--- src/rtl/cpu_pkg.sv ---
// rtl/cpu_pkg.sv - shared pipeline constants, IF/ID state encoding and field positions
package cpu_pkg;

  typedef enum logic [1:0] {
    ST_RUN   = 2'd0,
    ST_STALL = 2'd1,
    ST_FLUSH = 2'd2
  } ifid_state_t;

  localparam logic [31:0] NOP_DEFAULT = 32'h00000000;
  localparam int          REG_W       = 5;
  localparam int          RS_LSB      = 21;
  localparam int          RT_LSB      = 16;

endpackage

--- src/rtl/loaduse_detect.sv ---
// rtl/loaduse_detect.sv - load-use hazard compare between ID/EX load target and IF/ID sources
module loaduse_detect
  import cpu_pkg::*;
(
  input  logic             idex_memread,
  input  logic [REG_W-1:0] idex_rt,
  input  logic [REG_W-1:0] rs,
  input  logic [REG_W-1:0] rt,
  input  logic             ifid_valid,
  output logic             hazard
);

  // r0 is hardwired zero, so a load into it never creates a dependency
  assign hazard = idex_memread & (idex_rt != '0) & ifid_valid &
                  ((idex_rt == rs) | (idex_rt == rt));

endmodule

--- src/rtl/ifid_stage.sv ---
// rtl/ifid_stage.sv - IF/ID pipeline register with load-use stall, flush, interrupt entry and stall counter
module ifid_stage
  import cpu_pkg::*;
#(
  parameter logic [31:0] NOP_WORD = NOP_DEFAULT,
  parameter int          CNT_W    = 16
) (
  input  logic             clk,
  input  logic             reset,
  input  logic [31:0]      PCplusout,
  input  logic [31:0]      Instruct,
  input  logic             IDEX_MemRead,
  input  logic [4:0]       IDEX_Rt,
  input  logic             Flush,
  input  logic             IRQ,
  output logic             datahazard,
  output logic [31:0]      IFID_Instruct,
  output logic [31:0]      IFID_PCplus,
  output logic             IFID_Valid,
  output logic             IRQ_take,
  output logic [CNT_W-1:0] StallCount
);

  ifid_state_t      state_q, state_d;
  logic             hazard;
  logic             irq_pend;
  logic [REG_W-1:0] rs, rt;

  assign rs = IFID_Instruct[RS_LSB +: REG_W];
  assign rt = IFID_Instruct[RT_LSB +: REG_W];

  loaduse_detect u_detect (
    .idex_memread (IDEX_MemRead),
    .idex_rt      (IDEX_Rt),
    .rs           (rs),
    .rt           (rt),
    .ifid_valid   (IFID_Valid),
    .hazard       (hazard)
  );

  // a resolved branch/jump outranks the stall: the dependent instruction is killed anyway
  assign datahazard = hazard & ~Flush;
  assign IRQ_take   = irq_pend & ~Flush & ~datahazard & (state_q == ST_RUN);

  always_comb begin
    state_d = ST_RUN;
    case (state_q)
      ST_RUN, ST_STALL: begin
        if (Flush)       state_d = ST_FLUSH;
        else if (hazard) state_d = ST_STALL;
        else             state_d = ST_RUN;
      end
      ST_FLUSH: state_d = Flush ? ST_FLUSH : ST_RUN;
      default:  state_d = ST_RUN;
    endcase
  end

  always_ff @(posedge clk or negedge reset) begin
    if (!reset) begin
      state_q       <= ST_RUN;
      IFID_Instruct <= NOP_WORD;
      IFID_PCplus   <= 32'h00000000;
      IFID_Valid    <= 1'b0;
      irq_pend      <= 1'b0;
      StallCount    <= '0;
    end else begin
      state_q <= state_d;

      // interrupt entry replaces the fetched word with a bubble, keeping PC+4 for the return address
      if (Flush || IRQ_take) begin
        IFID_Instruct <= NOP_WORD;
        IFID_Valid    <= 1'b0;
        IFID_PCplus   <= PCplusout;
      end else if (!datahazard) begin
        IFID_Instruct <= Instruct;
        IFID_Valid    <= 1'b1;
        IFID_PCplus   <= PCplusout;
      end

      // clearing wins over a still-high IRQ so acceptance can never repeat on back-to-back cycles
      irq_pend <= IRQ_take ? 1'b0 : (irq_pend | IRQ);

      if (datahazard && (StallCount != {CNT_W{1'b1}}))
        StallCount <= StallCount + 1'b1;
    end
  end

endmodule

--- config.mk ---
export PLATFORM = sky130hd
export DESIGN_NAME = ifid_stage
export DESIGN_NICKNAME = d
export VERILOG_FILES = /design/src/rtl/cpu_pkg.sv /design/src/rtl/loaduse_detect.sv /design/src/rtl/ifid_stage.sv
export SDC_FILE = /design/constraint.sdc
export NUM_CORES = 1
export LEC_CHECK = 0
export BUFFER_PORTS_ARGS = -buffer_cell sky130_fd_sc_hd__buf_4
export CAP_MARGIN = 5
export CELL_PAD_IN_SITES_DETAIL_PLACEMENT = 1
export CELL_PAD_IN_SITES_GLOBAL_PLACEMENT = 1
export CORE_AREA = 5 5 104 106
export CTS_BUF_LIST = sky130_fd_sc_hd__clkbuf_16
export DETAILED_ROUTE_END_ITERATION = 10
export DIE_AREA = 0 0 109 111
export GPL_TIMING_DRIVEN = 0
export MAX_ROUTING_LAYER = met4
export PLACE_DENSITY = 0.91
export SYNTH_ARGS = -nofsm -noshare
export SYNTH_HDL_FRONTEND = slang
export SYNTH_SLANG_ARGS = --single-unit
--- constraint.sdc ---
create_clock -name clk -period 6.35 [get_ports clk]
set_input_delay 1.27 -clock clk [delete_from_list [all_inputs] [get_ports clk]]
set_output_delay 1.27 -clock clk [all_outputs]
set_load 0.05 [all_outputs]
# Yosys cells after proc, flatten, opt, wreduce, memory -nomap -nowiden

Index checks and enable logic that the tools add are counted.

Register bits: 84
Output and inout bits: 83
Logic and storage cells: 40
Input port bits: 74

Bitwise logic cells: 11
Add/sub/neg operators: 1
Reductions and logical operators: 5
Equal/unequal tests: 6
Muxes and demuxes: 11

Operators by type and width:

| cell                                                 | number |
|---|---|
| 2-to-1 mux 32 bit                                    | 4 |
| adder 16 x 1 -> 16 bit (second input constant)       | 1 |
| != test 16 bit (second input constant)               | 1 |
| equality test 5 bit                                  | 2 |
| bitwise AND 1 bit                                    | 7 |
| nonzero test 5 bit                                   | 1 |
| 2-to-1 mux 1 bit                                     | 4 |
| 2-to-1 mux 2 bit                                     | 2 |
| case mux 2 bit (2 select lines)                      | 1 |
| equality test 2 x 1 -> 1 bit (second input constant) | 1 |
| equality test 2 bit (second input constant)          | 1 |
| zero test 2 bit                                      | 1 |
| != test 2 x 1 -> 1 bit (second input constant)       | 1 |
| NOT 1 bit                                            | 2 |
| bitwise OR 1 bit                                     | 2 |
| OR reduction 2 bit                                   | 1 |
| logical AND 1 bit                                    | 1 |
| logical OR 1 bit                                     | 1 |

# Logic depth before layout (Yosys ltp)

Word-level depth: 10
Gate-level depth with buffers: 8
Gate-level depth less buffers: 6

# By module

Synthesis repeated with hierarchy kept, for this count alone.

Cells, all modules: 310
Area, all modules: 3,439.5 µm²

Modules (own cells, without submodules):

| module         | cells an instance | times used | area an instance (µm²) |
|---|---|---|---|
| ifid_stage     | 293               | 1          | 3,306.9 |
| loaduse_detect | 17                | 1          | 132.6 |

# Least setup slack after synthesis

No wires, ideal clock.

Kind: input-to-output
Start: in IDEX_Rt[0]
End: out IRQ_take
Slack: 1.431 ns
Arrival time: 3.649 ns
Buffers on the path: 3
Data required time: 5.080 ns
Stages on the path: 7
Path through: or4_1 > o2111ai_2 > nor2b_1 > buf_6 > buf_6 > buf_6 > nor3_1

Cells in the longest elaborated chain, start to end: 8

RTL lines:

| what                             | RTL line             | source |
|---|---|---|
| start, declared                  | ifid_stage.sv:13     | `input logic [4:0] IDEX_Rt,` |
| nonzero test 5 bit               | loaduse_detect.sv:14 | `assign hazard = idex_memread & (idex_rt != '0) & ifid_valid &` |
| bitwise AND 1 bit (2 in a row)   | loaduse_detect.sv:14 |  |
| bitwise AND 1 bit *              | loaduse_detect.sv:14 |  |
| bitwise AND 1 bit *              | ifid_stage.sv:42     | `assign datahazard = hazard & ~Flush;` |
| named net datahazard             | ifid_stage.sv:16     | `output logic datahazard,` |
| NOT 1 bit *                      | ifid_stage.sv:43     | `assign IRQ_take = irq_pend & ~Flush & ~datahazard & (state_q == ST_RUN);` |
| bitwise AND 1 bit * (2 in a row) | ifid_stage.sv:43     |  |
| end, declared                    | ifid_stage.sv:20     | `output logic IRQ_take,` |

The timed path passes the listed nets; every way through them passes the cells marked *.

# Worst setup path after layout

Start: in IDEX_Rt[0]
End: out IRQ_take

Cells in the longest elaborated chain, start to end: 8

RTL lines:

| what                             | RTL line |
|---|---|
| nonzero test 5 bit               | loaduse_detect.sv:14 |
| bitwise AND 1 bit (2 in a row)   | loaduse_detect.sv:14 |
| bitwise AND 1 bit *              | loaduse_detect.sv:14 |
| bitwise AND 1 bit *              | ifid_stage.sv:42 |
| NOT 1 bit *                      | ifid_stage.sv:43 |
| bitwise AND 1 bit * (2 in a row) | ifid_stage.sv:43 |

Every way passes the cells marked *; elsewhere a longest branch is shown, timed or not.

==> results.json <==
{
  "status": "completed",
  "min_period_over_period": 0.701,
  "io_buffers": 156,
  "overflow": 0,
  "period_minus_slack_ps": 4450,
  "hold_violations": 0,
  "critPathLaunchType": "input port",
  "ys_top_cells_by_count": "dfrtp_1 (84), nand2_1 (40), inv_1 (35), mux2i_1 (32), mux2_2 (28)",
  "row_count": 36,
  "grt_pass1_vias": 3262,
  "route.detailed.drc": 0,
  "place_congestion": 0.759,
  "synth_area_leader_cell": "dfrtp_1",
  "areaGrowthSynthToFinish_pct": 44.8,
  "worstSetupEndpointType": "output pin",
  "drtAntennaViolNets": 0,
  "vias": 2885,
  "synth.cell_area_um2": 3670,
  "crit_type": "input port to output pin",
  "root_buffer": "clkbuf_16",
  "tritoncts": "done",
  "synth.most_common_cell": "dfrtp_1",
  "crit_arrival_ps": 3180,
  "ys_seq_elements": 84,
  "leakage_nw": 2.48,
  "place_inst": 596,
  "wirelength_mm": 10.5,
  "cts_resized": 0,
  "cts.htree.levels": 3,
  "max-vdd-ir-drop_uv": 119,
  "grt.total_usage": 0.185,
  "antenna_cells": 0,
  "die_w_um": 109,
  "regToRegStartpoint": "IFID_Instruct[23]",
  "path_max_fanout": 10,
  "finalNonFillerCells": 612,
  "io_pins": 157,
  "drive_gt1_frac": 0.430,
  "initial_core_util": 0.379,
  "required_ps": 5080,
  "wl_per_cell_um": 17.2,
  "numClockSinks": 84,
  "dieArea_um2": 12100,
  "syn_area_per_cell_um2": 12.0,
  "antenna_found_initial": 0,
  "dpl.hpwl_mm": 8.14,
  "final_net_count": 549,
  "cap_violations": 0,
  "grt_pass1_wl_mm": 16.8,
  "syn_nets": 382,
  "min-delay-start": "state_q[0]",
  "cts_buffers": 9,
  "cts_setup_buffers": 0,
  "die_h_um": 111,
  "hp-class": "register to register",
  "clkTransAtPathRegs_ps": 60,
  "clock_skew_ps": 8.54,
  "cts_hold_buf": 0,
  "worst_pin_slew_ps": 1070,
  "n_fill_cell": 1051,
  "vias_per_cell": 4.71,
  "setup_tns_ps": 0,
  "maxSlewHeadroom": 0.290,
  "synth_cells": 307,
  "dr.pass1.iters": 4,
  "p_per_area_nw_per_um2": 259,
  "clk_latency_ps": 330,
  "netlist.area_leader.share": 0.572,
  "slew_viol_final": 0,
  "synth.yosys.seq_area_share": 0.572,
  "setup_violations": 0,
  "synth-main-ff-cell": "dfrtp_1",
  "grt_start_max_net_pins": 85,
  "synth_cell_types": 29,
  "fmax_ghz": 0.225,
  "rsz0062_at_grt": "false",
  "drt_iter0_markers": 76,
  "cp-startpoint": "IDEX_Rt[0]",
  "synth_area_leaders": "dfrtp_1 (57%), mux2i_1 (8.7%), mux2_2 (8.6%)",
  "async_flop_share": 1.00,
  "ys_warn_count": 0,
  "core_area_um2": 9680,
  "synth_edf_count": 0,
  "ctsLongestPathBuffers": 2
}
## logic make-up (layout without fill, tap and decap cells)
family / Yosys count / count (layout) / share of synthesized area
AND/OR/NAND/NOR: 76 / 76 / 0.0971
multiplexers: 65 / 65 / 0.188
adder cells (fa/ha/maj): 1 / 1 / 0.00341
AO/OA/AOI/OAI: 8 / 8 / 0.0160
XOR/XNOR: 25 / 25 / 0.0596
buffers and inverters: 48 / 220 / 0.0634
flip-flops: 84 / 84 / 0.572
## report_power, final
part / switching [mW] / total, mW / internal [mW]
Clock: 0.206 / 0.546 / 0.340
Combinational: 0.157 / 0.247 / 0.0903
Sequential: 0.0208 / 0.584 / 0.563
## sequential cells by signal (all words and copies together), names as in the netlist
register       cells
IFID_Instruct     32
IFID_PCplus       32
StallCount        16
state_q            2
IFID_Valid         1
irq_pend           1
## placed cells by master (no fill, tap or decap)
cell type   Yosys  final
o2111ai_2       1      1
a21oi_1         4      4
buf_6           6      6
nor2_1          4      4
nand3b_1        1      1
o32a_1          1      1
clkinvlp_4      0      1
bufinv_16       0      2
mux2i_1        32     32
nor4_1          1      1
ha_1            1      1
xnor2_1        25     25
nor3b_1         1      1
and2_1          2      2
o22ai_1         1      1
clkbuf_1        5      5
nand4b_1        1      1
nand4_1         7      7
nand2_1        40     40
dfrtp_1        84     84
or3_1           1      1
or4_1           1      1
clkinv_1        0      1
clkbuf_16       0      9
inv_1          35     37
and3_1          3      3
mux2_2         28     28
nor3_1          3      3
clkinv_2        0      1
nor2b_1         2      2
buf_4           2    158
nand3_1         9      9
mux2_1          5      5
o21a_1          1      1
## path summary, 6_finish.rpt
check / endpoint / slack [ps] / cells past startpoint
min in group asynchronous: StallCount[9] / 1110 / 1
hold / removal: state_q[1] / 460 / 1
setup reg to reg: IFID_Instruct[24] / 4080 / 8
max in group asynchronous: IFID_Instruct[29] / 4540 / 1
setup / recovery: IRQ_take / 1900 / 9
hold reg to reg: state_q[1] / 460 / 1
## worst max-delay path, stage by stage
cell and delay (ps):
buf_4 130, or4_1 530, o2111ai_2 270, nor2b_1 100, buf_6 150, buf_6 140, buf_6 160, nor3_1 190
buf_4 230
## per-layer routing
layer	vias up	share of wire	track usage
met1	1419	0.37	0.201
met5	-	0	-
met2	109	0.54	0.326
met4	0	0.015	0.0598
met3	17	0.067	0.0454
li1	1340	-	-
## per-stage QoR
| step | util | instance area (µm²) | worst slack [ps] | power (mW) | hold WS (ps) |
|---|---|---|---|---|---|
| floorplan | - | 3670 | 1430 | 0.732 | 424 |
| global placement | 0.517 | 5010 | 1870 | 0.835 | 437 |
| detailed placement | 0.517 | 5010 | 1890 | 0.845 | 449 |
| CTS | 0.549 | 5320 | 1880 | 1.40 | 469 |
| global route | 0.549 | 5320 | 1730 | 1.43 | 496 |
| finish | 0.549 | 5320 | 1900 | 1.38 | 458 |
## area by class of cell
cell class | count | area, µm² | share of cell area
flip-flops and latches | 84 | 2100 | 0.395
multi-input cells | 175 | 1340 | 0.252
repair buffers | 156 | 1170 | 0.220
clock buffers | 9 | 225 | 0.0423
well taps | 133 | 166 | 0.0313
inverters | 35 | 131 | 0.0247
plain buffers | 13 | 101 | 0.0190
clock inverters | 7 | 83.8 | 0.0158
No activity file was read; power rests on OpenSTA's default activity.
